## config.mk

```make
export PLATFORM = sky130hd
export DESIGN_NAME = uart_tx_fifo
export DESIGN_NICKNAME = d
export VERILOG_FILES = /design/src/rtl/uart_tx_fifo.sv
export SDC_FILE = /design/constraint.sdc
export NUM_CORES = 1
export LEC_CHECK = 0
export CAP_MARGIN = 20
export CELL_PAD_IN_SITES_DETAIL_PLACEMENT = 1
export CELL_PAD_IN_SITES_GLOBAL_PLACEMENT = 1
export CORE_ASPECT_RATIO = 0.5
export CORE_MARGIN = 1.5
export CORE_UTILIZATION = 45
export DETAILED_ROUTE_END_ITERATION = 7
export PLACE_DENSITY = 0.81
export RECOVER_POWER = 50
export SLEW_MARGIN = 0
export SYNTH_ARGS = -nofsm -noshare
export SYNTH_HDL_FRONTEND = slang
export SYNTH_SLANG_ARGS = --single-unit
```

## constraint.sdc

```tcl
create_clock -name clk -period 2.5 [get_ports clk]
set_input_delay 0.625 -clock clk [delete_from_list [all_inputs] [get_ports clk]]
set_output_delay 0.625 -clock clk [all_outputs]
set_load 0.01 [all_outputs]
```

## src/rtl/uart_tx_fifo.sv

```systemverilog
// UART transmitter with a small byte FIFO in front of it.
// Bytes arrive on a one-cycle strobe and are queued. Each byte is sent as an
// 8N1 frame, LSB first. Queued bytes are sent back to back with no idle gap.
module uart_tx_fifo #(
    parameter int unsigned CLKS_PER_BIT = 868,
    parameter int unsigned FIFO_AW      = 2
) (
    input  logic       clk,
    input  logic       rst_n,
    input  logic [7:0] tx_data,
    input  logic       tx_data_fresh,
    output logic       tx_full,
    output logic       tx_overflow,
    output logic       tx_busy,
    output logic       tx
);

    localparam int unsigned Depth = 2 ** FIFO_AW;
    localparam int unsigned BaudW = (CLKS_PER_BIT > 1) ? $clog2(CLKS_PER_BIT) : 1;
    localparam logic [BaudW-1:0]  BaudMax   = BaudW'(CLKS_PER_BIT - 1);
    localparam logic [FIFO_AW:0]  CountFull = (FIFO_AW + 1)'(Depth);

    typedef enum logic [1:0] {StIdle, StStart, StData, StStop} state_e;

    state_e             state_q, state_d;
    logic [BaudW-1:0]   baud_q, baud_d;
    logic [2:0]         bit_idx_q, bit_idx_d;
    logic [7:0]         shift_q, shift_d;
    logic               tx_q, tx_d;
    logic [FIFO_AW-1:0] wr_ptr_q, wr_ptr_d, rd_ptr_q, rd_ptr_d;
    logic [FIFO_AW:0]   count_q, count_d;
    logic               full_q, overflow_q, overflow_d;
    logic [7:0]         mem [Depth];
    logic               wr_en, pop, baud_end, fifo_nonempty;

    // The registered full flag gates writes, so a write seen while full is
    // dropped even when a pop frees a slot in the same cycle.
    assign wr_en         = tx_data_fresh & ~full_q;
    assign fifo_nonempty = (count_q != '0);
    assign baud_end      = (baud_q == BaudMax);

    // FIFO pointer, count and sticky overflow next-state
    always_comb begin
        wr_ptr_d   = wr_ptr_q;
        rd_ptr_d   = rd_ptr_q;
        count_d    = count_q;
        overflow_d = overflow_q | (tx_data_fresh & full_q);
        if (wr_en) begin
            wr_ptr_d = wr_ptr_q + 1'b1;
        end
        if (pop) begin
            rd_ptr_d = rd_ptr_q + 1'b1;
        end
        case ({wr_en, pop})
            2'b10:   count_d = count_q + 1'b1;
            2'b01:   count_d = count_q - 1'b1;
            default: count_d = count_q;
        endcase
    end

    // Storage array; it needs no reset because the pointers define validity
    always_ff @(posedge clk) begin
        if (wr_en) begin
            mem[wr_ptr_q] <= tx_data;
        end
    end

    // Serialiser next-state: one baud counter shared by all bit periods
    always_comb begin
        state_d   = state_q;
        baud_d    = baud_q;
        bit_idx_d = bit_idx_q;
        shift_d   = shift_q;
        pop       = 1'b0;
        unique case (state_q)
            StIdle: begin
                if (fifo_nonempty) begin
                    pop     = 1'b1;
                    shift_d = mem[rd_ptr_q];
                    baud_d  = '0;
                    state_d = StStart;
                end
            end
            StStart: begin
                if (baud_end) begin
                    baud_d    = '0;
                    bit_idx_d = '0;
                    state_d   = StData;
                end else begin
                    baud_d = baud_q + 1'b1;
                end
            end
            StData: begin
                if (baud_end) begin
                    baud_d  = '0;
                    shift_d = {1'b0, shift_q[7:1]};
                    if (bit_idx_q == 3'd7) begin
                        state_d = StStop;
                    end else begin
                        bit_idx_d = bit_idx_q + 1'b1;
                    end
                end else begin
                    baud_d = baud_q + 1'b1;
                end
            end
            StStop: begin
                if (baud_end) begin
                    baud_d = '0;
                    // Chain straight into the next start bit when data is waiting
                    if (fifo_nonempty) begin
                        pop     = 1'b1;
                        shift_d = mem[rd_ptr_q];
                        state_d = StStart;
                    end else begin
                        state_d = StIdle;
                    end
                end else begin
                    baud_d = baud_q + 1'b1;
                end
            end
            default: state_d = StIdle;
        endcase
    end

    // Line level follows the upcoming state so that tx is a clean register output
    always_comb begin
        tx_d = 1'b1;
        case (state_d)
            StStart: tx_d = 1'b0;
            StData:  tx_d = shift_d[0];
            default: tx_d = 1'b1;
        endcase
    end

    // State registers; reset aborts any frame and empties the FIFO
    always_ff @(posedge clk or negedge rst_n) begin
        if (!rst_n) begin
            state_q    <= StIdle;
            baud_q     <= '0;
            bit_idx_q  <= '0;
            shift_q    <= '0;
            tx_q       <= 1'b1;
            wr_ptr_q   <= '0;
            rd_ptr_q   <= '0;
            count_q    <= '0;
            full_q     <= 1'b0;
            overflow_q <= 1'b0;
        end else begin
            state_q    <= state_d;
            baud_q     <= baud_d;
            bit_idx_q  <= bit_idx_d;
            shift_q    <= shift_d;
            tx_q       <= tx_d;
            wr_ptr_q   <= wr_ptr_d;
            rd_ptr_q   <= rd_ptr_d;
            count_q    <= count_d;
            full_q     <= (count_d == CountFull);
            overflow_q <= overflow_d;
        end
    end

    assign tx          = tx_q;
    assign tx_full     = full_q;
    assign tx_overflow = overflow_q;
    assign tx_busy     = (state_q != StIdle) | fifo_nonempty;

endmodule

```

Word level (Yosys, flattened, before mapping)
Memories as Yosys holds them, arrays and structs flattened.
Cells that the tools add are included.

storage, ports and cells
  logic and storage cells = 71
  memories = 1
  bits in writable memories = 32
  input port bits = 11
  register bits after elaboration = 33
  output and inout bits = 4

memories
  memory  words  width  read ports  clocked after Yosys merged registers in  wr ports  line  source
  mem     4      8      1           0                                        1         33    logic [7:0] mem [Depth];

cells by class
  reductions and logical operators = 8
  bitwise logic cells = 5
  add/sub/neg operators = 6
  mux-type cells = 25
  eq/ne operators = 15

operators by type and width
  kind                                                 number
  two-way mux 8 bit                                    3
  case mux 8 bit (3 select lines)                      1
  two-way mux 10 bit                                   2
  case mux 10 bit (2 select lines)                     1
  case mux 3 bit (2 select lines)                      2
  adder 10 x 1 -> 10 bit, second input constant        1
  equality test 10 bit, second input constant          1
  two-way mux 2 bit                                    5
  inequality test 2 bit, second input constant         5
  two-way mux 3 bit                                    3
  equality test 2 bit, second input constant           4
  case mux 2 bit (4 select lines)                      1
  adder 3 x 1 -> 3 bit, second input constant          2
  equality test 2 x 1 -> 1 bit, second input constant  3
  equality test 3 bit, second input constant           2
  nonzero test 3 bit                                   2
  two-way mux 1 bit                                    5
  adder 2 x 1 -> 2 bit, second input constant          2
  case mux 1 bit (2 select lines)                      2
  AND reduction 4 bit                                  1
  nonzero test 2 bit                                   2
  AND reduction 3 bit                                  1
  OR reduction 3 bit                                   1
  subtractor 3 x 1 -> 3 bit, second input constant     1
  other kinds (4)                                      6

Logic depth before layout (Yosys ltp)
  depth in word-level cells = 7
  mapped depth = 11
  mapped depth without buffers = 11

Least setup slack after synthesis
OpenSTA, ideal clock, no wires.

  path type = register to register
  from = register baud_q[0]
  to = register full_q, in the netlist tx_full
  data required time = 2.412 ns
  path buffers = 0
  cell stages (with the launch flop) = 12
  path slack = -0.140 ns
  period minus slack after synthesis = 2.640 ns
  arrival time = 2.552 ns
  setup time = 0.088 ns
  cells stage by stage = dfrtp_1 -> ha_1 -> nor3b_2 -> a41oi_2 -> nor3_2 -> ha_1 -> inv_1 -> fa_1 -> xor2_1 -> nor2_1 -> xor2_1 -> nor3b_1

on the way
  cells in the longest elaborated chain, start to end = 6
  elaborated cells between the ends (all ways) = 7
  classes of those cells = eq/ne: 4; mux: 3

ends and longest elaborated chain
  element                                                                     line  source
  from (decl)                                                                 26    logic [BaudW-1:0] baud_q, baud_d;
  from (signal assigned)                                                      150   baud_q <= baud_d;
  equality test 10 bit *                                                      40    assign baud_end = (baud_q == BaudMax);
  two-way mux 1 bit *                                                         107   if (baud_end) begin
  case mux 1 bit (2 select lines) *                                           75    unique case (state_q)
  named net pop                                                               34    logic wr_en, pop, baud_end, fifo_nonempty;
  equality test 2 x 1 -> 1 bit / equality test 2 bit (equally long branches)  54    case ({wr_en, pop})
  case mux 3 bit (2 select lines) *                                           54
  named net count_d[2]                                                        31    logic [FIFO_AW:0] count_q, count_d;
  equality test 3 bit *                                                       157   full_q <= (count_d == CountFull);
  to (signal assigned)                                                        157
  to (decl)                                                                   32    logic full_q, overflow_q, overflow_d;

Mark *: on every way through the listed nets, which the timed path passes. The rest lies on a longest branch.
A chain may end at the register's enable or synchronous reset.

Worst setup path in the final report
Same ends and word-level chain as after synthesis.

==> flow_metrics.env <==
export IMPL_cts_tree="done"
export IMPL_setup_viol=2
export IMPL_cts_root_buf="clkbuf_16"
export IMPL_crit_required_ns=2.76
export IMPL_grt_start_max_net_pins=34
export IMPL_gr_total_overflow=0
export IMPL_status="finished, violations left"
export IMPL_hold_buffers=0
export IMPL_drive_above_1_share=0.268
export IMPL_critPathMaxFanout=2
export IMPL_syn2layout_area_growth_pct=24.7
export IMPL_tightest_slew_ns=0.855
export IMPL_reg2reg_depth=11
export IMPL_end_kind="register"
export IMPL_swShare=0.361
export IMPL_synth_top_cells_by_area="edfxtp_1, dfrtp_1, mux4_2, ha_1, o21ai_0"
export IMPL_hold_path_end="tx_overflow"
export IMPL_synthCells=245
export IMPL_violations="negative setup slack"
export IMPL_crit_arrival_ns=2.91
export IMPL_slowest_stage="dfrtp_1"
export IMPL_synth_async_sr_flop_share=0.508
export IMPL_maxSlewHeadroom=0.430
export IMPL_grt_pass1_wl_microns=13400
export IMPL_crit_top_cell="ha_2"
export IMPL_cts_buffers=9
export IMPL_start_util=0.469
export IMPL_syn_nets=270
export IMPL_fin_ws_ns=-0.145
export IMPL_startpoint_type="register"
export IMPL_routabilityCongestion=0.803
export IMPL_dpl_cell_area_sq_mm=0.00353
export IMPL_grt_usage=0.241
export IMPL_antenna_found_initial=0
export IMPL_yosysWarnings=0
export IMPL_grt_pass1_vias=2490
export IMPL_synth_ff_type="edfxtp_1"
export IMPL_row_count=21
export IMPL_seqPwrFrac=0.370
export IMPL_finalHoldViolCount=0
export IMPL_finalCritPeriodShare=1.06
export IMPL_synth_seq_cells=65
export IMPL_rsz0062_at_grt="yes"
export IMPL_synth_top_cell_area_share=0.305
export IMPL_numPortBuffers=14
export IMPL_p_comb_frac=0.366
export IMPL_finClkSkew_ns=0.00456
export IMPL_startpoint="baud_q[0]"
export IMPL_n_antenna_cell=0
export IMPL_fmax_ghz=0.378
export IMPL_post_place_cells=362
export IMPL_ff2ff_setup_slack_ns=-0.15
export IMPL_antenna_left=0
export IMPL_yosys_area_top_type="edfxtp_1"
export IMPL_first_iter_violations=122
export IMPL_wirelength_microns=8380
export IMPL_powerDensity_mw_per_mm2=1160
export IMPL_min_from="tx_overflow"
export IMPL_syn_area_sq_mm=0.00315
export IMPL_clkPwrFrac=0.264
export IMPL_htree_levels=3
export IMPL_stdcell_area_sq_mm=0.00393
export IMPL_rr_startpoint="baud_q[0]"
export IMPL_p_leak_nw=1.59
export IMPL_cts_sinks=65
export IMPL_slew_violations=0
export IMPL_seq_area_sq_mm=0.00179
export IMPL_path_class="register to register"
export IMPL_drv_cap=0
export IMPL_synth_edf_count=32
export IMPL_synth_seq_area_share=0.567
export IMPL_die_h_microns=62.2
export IMPL_synth_common_cells="dfrtp_1, edfxtp_1, o21ai_0, nand2_1, inv_1"
export IMPL_core_area_sq_mm=0.00673
export IMPL_ir_drop_v=0.000531
export IMPL_multiInputGateArea_sq_mm=0.00132
export IMPL_min_path_type="register to register"
export IMPL_final_cells=391
export IMPL_vias=2229
export IMPL_viasPerCell=5.70
export IMPL_p_sw_w=0.00164
export IMPL_max_stage_delay_ns=0.36
export IMPL_synthDistinctLibCells=50
export IMPL_path_cells="ha_2 -> nor3b_4 -> a41oi_2 -> nor3_2 -> ha_2 -> inv_2 -> fa_2 -> xor2_2 -> nor2_2 -> xor2_1 -> nor3b_2"
export IMPL_die_w_microns=121
export IMPL_dr_pass1_iters=4
export IMPL_clock_latency_ns=0.34
export IMPL_holdPathStages=1
export IMPL_wl_per_cell_microns=21.4
export IMPL_syn_avg_cell_area_sq_um=12.9
export IMPL_fin_setup_tns_ns=-0.226
export IMPL_layout_min_cycle_time_ns=2.65
export IMPL_route_detailed_drc=0
export IMPL_dieArea_sq_mm=0.00755
export IMPL_clk_pin_slew_ns=0.06
export IMPL_dp_hpwl_microns=5180
export IMPL_io_pins=15
export IMPL_fillers=679
export IMPL_clk_path_buf_depth=2
export IMPL_fin_hold_ws_ns=0.488
export IMPL_p_int_w=0.00291
export IMPL_fin_nets=319
export IMPL_worstReg2RegEnd="tx_full"
metal layers:
layer,part of all wire,GRT usage,vias up,wire (microns)
met4,0.036,0.113,0,305
met5,0,0,-,0
met3,0.040,0.0735,32,337
li1,-,-,1017,-
met2,0.51,0.419,57,4240
met1,0.42,0.273,1123,3500
placed cells by master (no fill, tap or decap), drive strengths merged, types with 8 or more instances in the layout:
cell type,n
a21oi,8
a22o,10
buf,30
clkbuf,10
dfrtp,32
dlygate4sd3,10
edfxtp,32
ha,13
inv,19
mux4,8
nand2,16
nand3,10
nor2,12
o21ai,23
worst max-delay path, delay by kind of cell, from the launching register on:
| kind | cells | cell delay (ns) |
|---|---|---|
| compound gates | 1 | 0.16 |
| xor+xnor | 2 | 0.36 |
| fa+ha+maj | 3 | 0.81 |
| buf+inv | 1 | 0.05 |
| flops | 1 | 0.36 |
| simple gates | 4 | 0.82 |
registers in the layout, summed over array words and instances (netlist names):
| name | flops |
|---|---|
| mem | 32 |
| baud_q | 10 |
| shift_q | 8 |
| bit_idx_q | 3 |
| count_q | 3 |
| rd_ptr_q | 2 |
| state_q | 2 |
| wr_ptr_q | 2 |
| tx | 1 |
| tx_full | 1 |
| tx_overflow | 1 |
repair_timing:
item	CTS	global route
setup buffers	6	7
gates resized for setup	6	3
pin swaps	5	6
endpoints found under the setup margin	2	2
cloned	0	0
power by group through the flow:
stage	registers, W	logic [W]	clock network (W)
final	0.00168	0.00167	0.00120
after global routing	0.00171	0.00179	0.00126
after CTS	0.00168	0.00153	0.00121
after detailed placement	0.00168	0.00141	0
after global placement	0.00165	0.00130	0
after floorplan	0.00157	0.00100	0
how the worst max path moves through the flow:
stage | endpoint | slack [ns] | depth (start not counted)
floorplan | tx_full | -0.06 | 11
finish | tx_full | -0.15 | 11
detailed placement | tx_full | -0.14 | 10
CTS | tx_full | 0.0002 | 11
global route | tx_full | -0.31 | 11
global placement | tx_full | 0.05 | 10
cells by family after synthesis:
family | Yosys count | synth area share
AO/OA/AOI/OAI | 58 | 0.126
XOR/XNOR | 7 | 0.0194
adder cells (fa/ha/maj) | 14 | 0.0579
buffers and inverters | 21 | 0.0282
flip-flops | 65 | 0.567
multiplexers | 15 | 0.0794
AND/OR/NAND/NOR | 65 | 0.122
through the flow:
step,utilization,power [W],setup slack [ns]
after floorplan,-,0.00257,-0.0647
after global placement,0.524,0.00295,0.0544
after detailed placement,0.524,0.00309,-0.137
after CTS,0.576,0.00442,0.000184
after global routing,0.585,0.00477,-0.307
final,0.585,0.00455,-0.145
final cells by class:
type,instances,share of cell area
tap,92,0.0293
timing repair buffer,45,0.0939
sequential,65,0.455
multi-input combinational,159,0.336
inverter,14,0.0134
clock inverter,7,0.0150
clock buffer,9,0.0573
(Power assumes the default switching activity.)
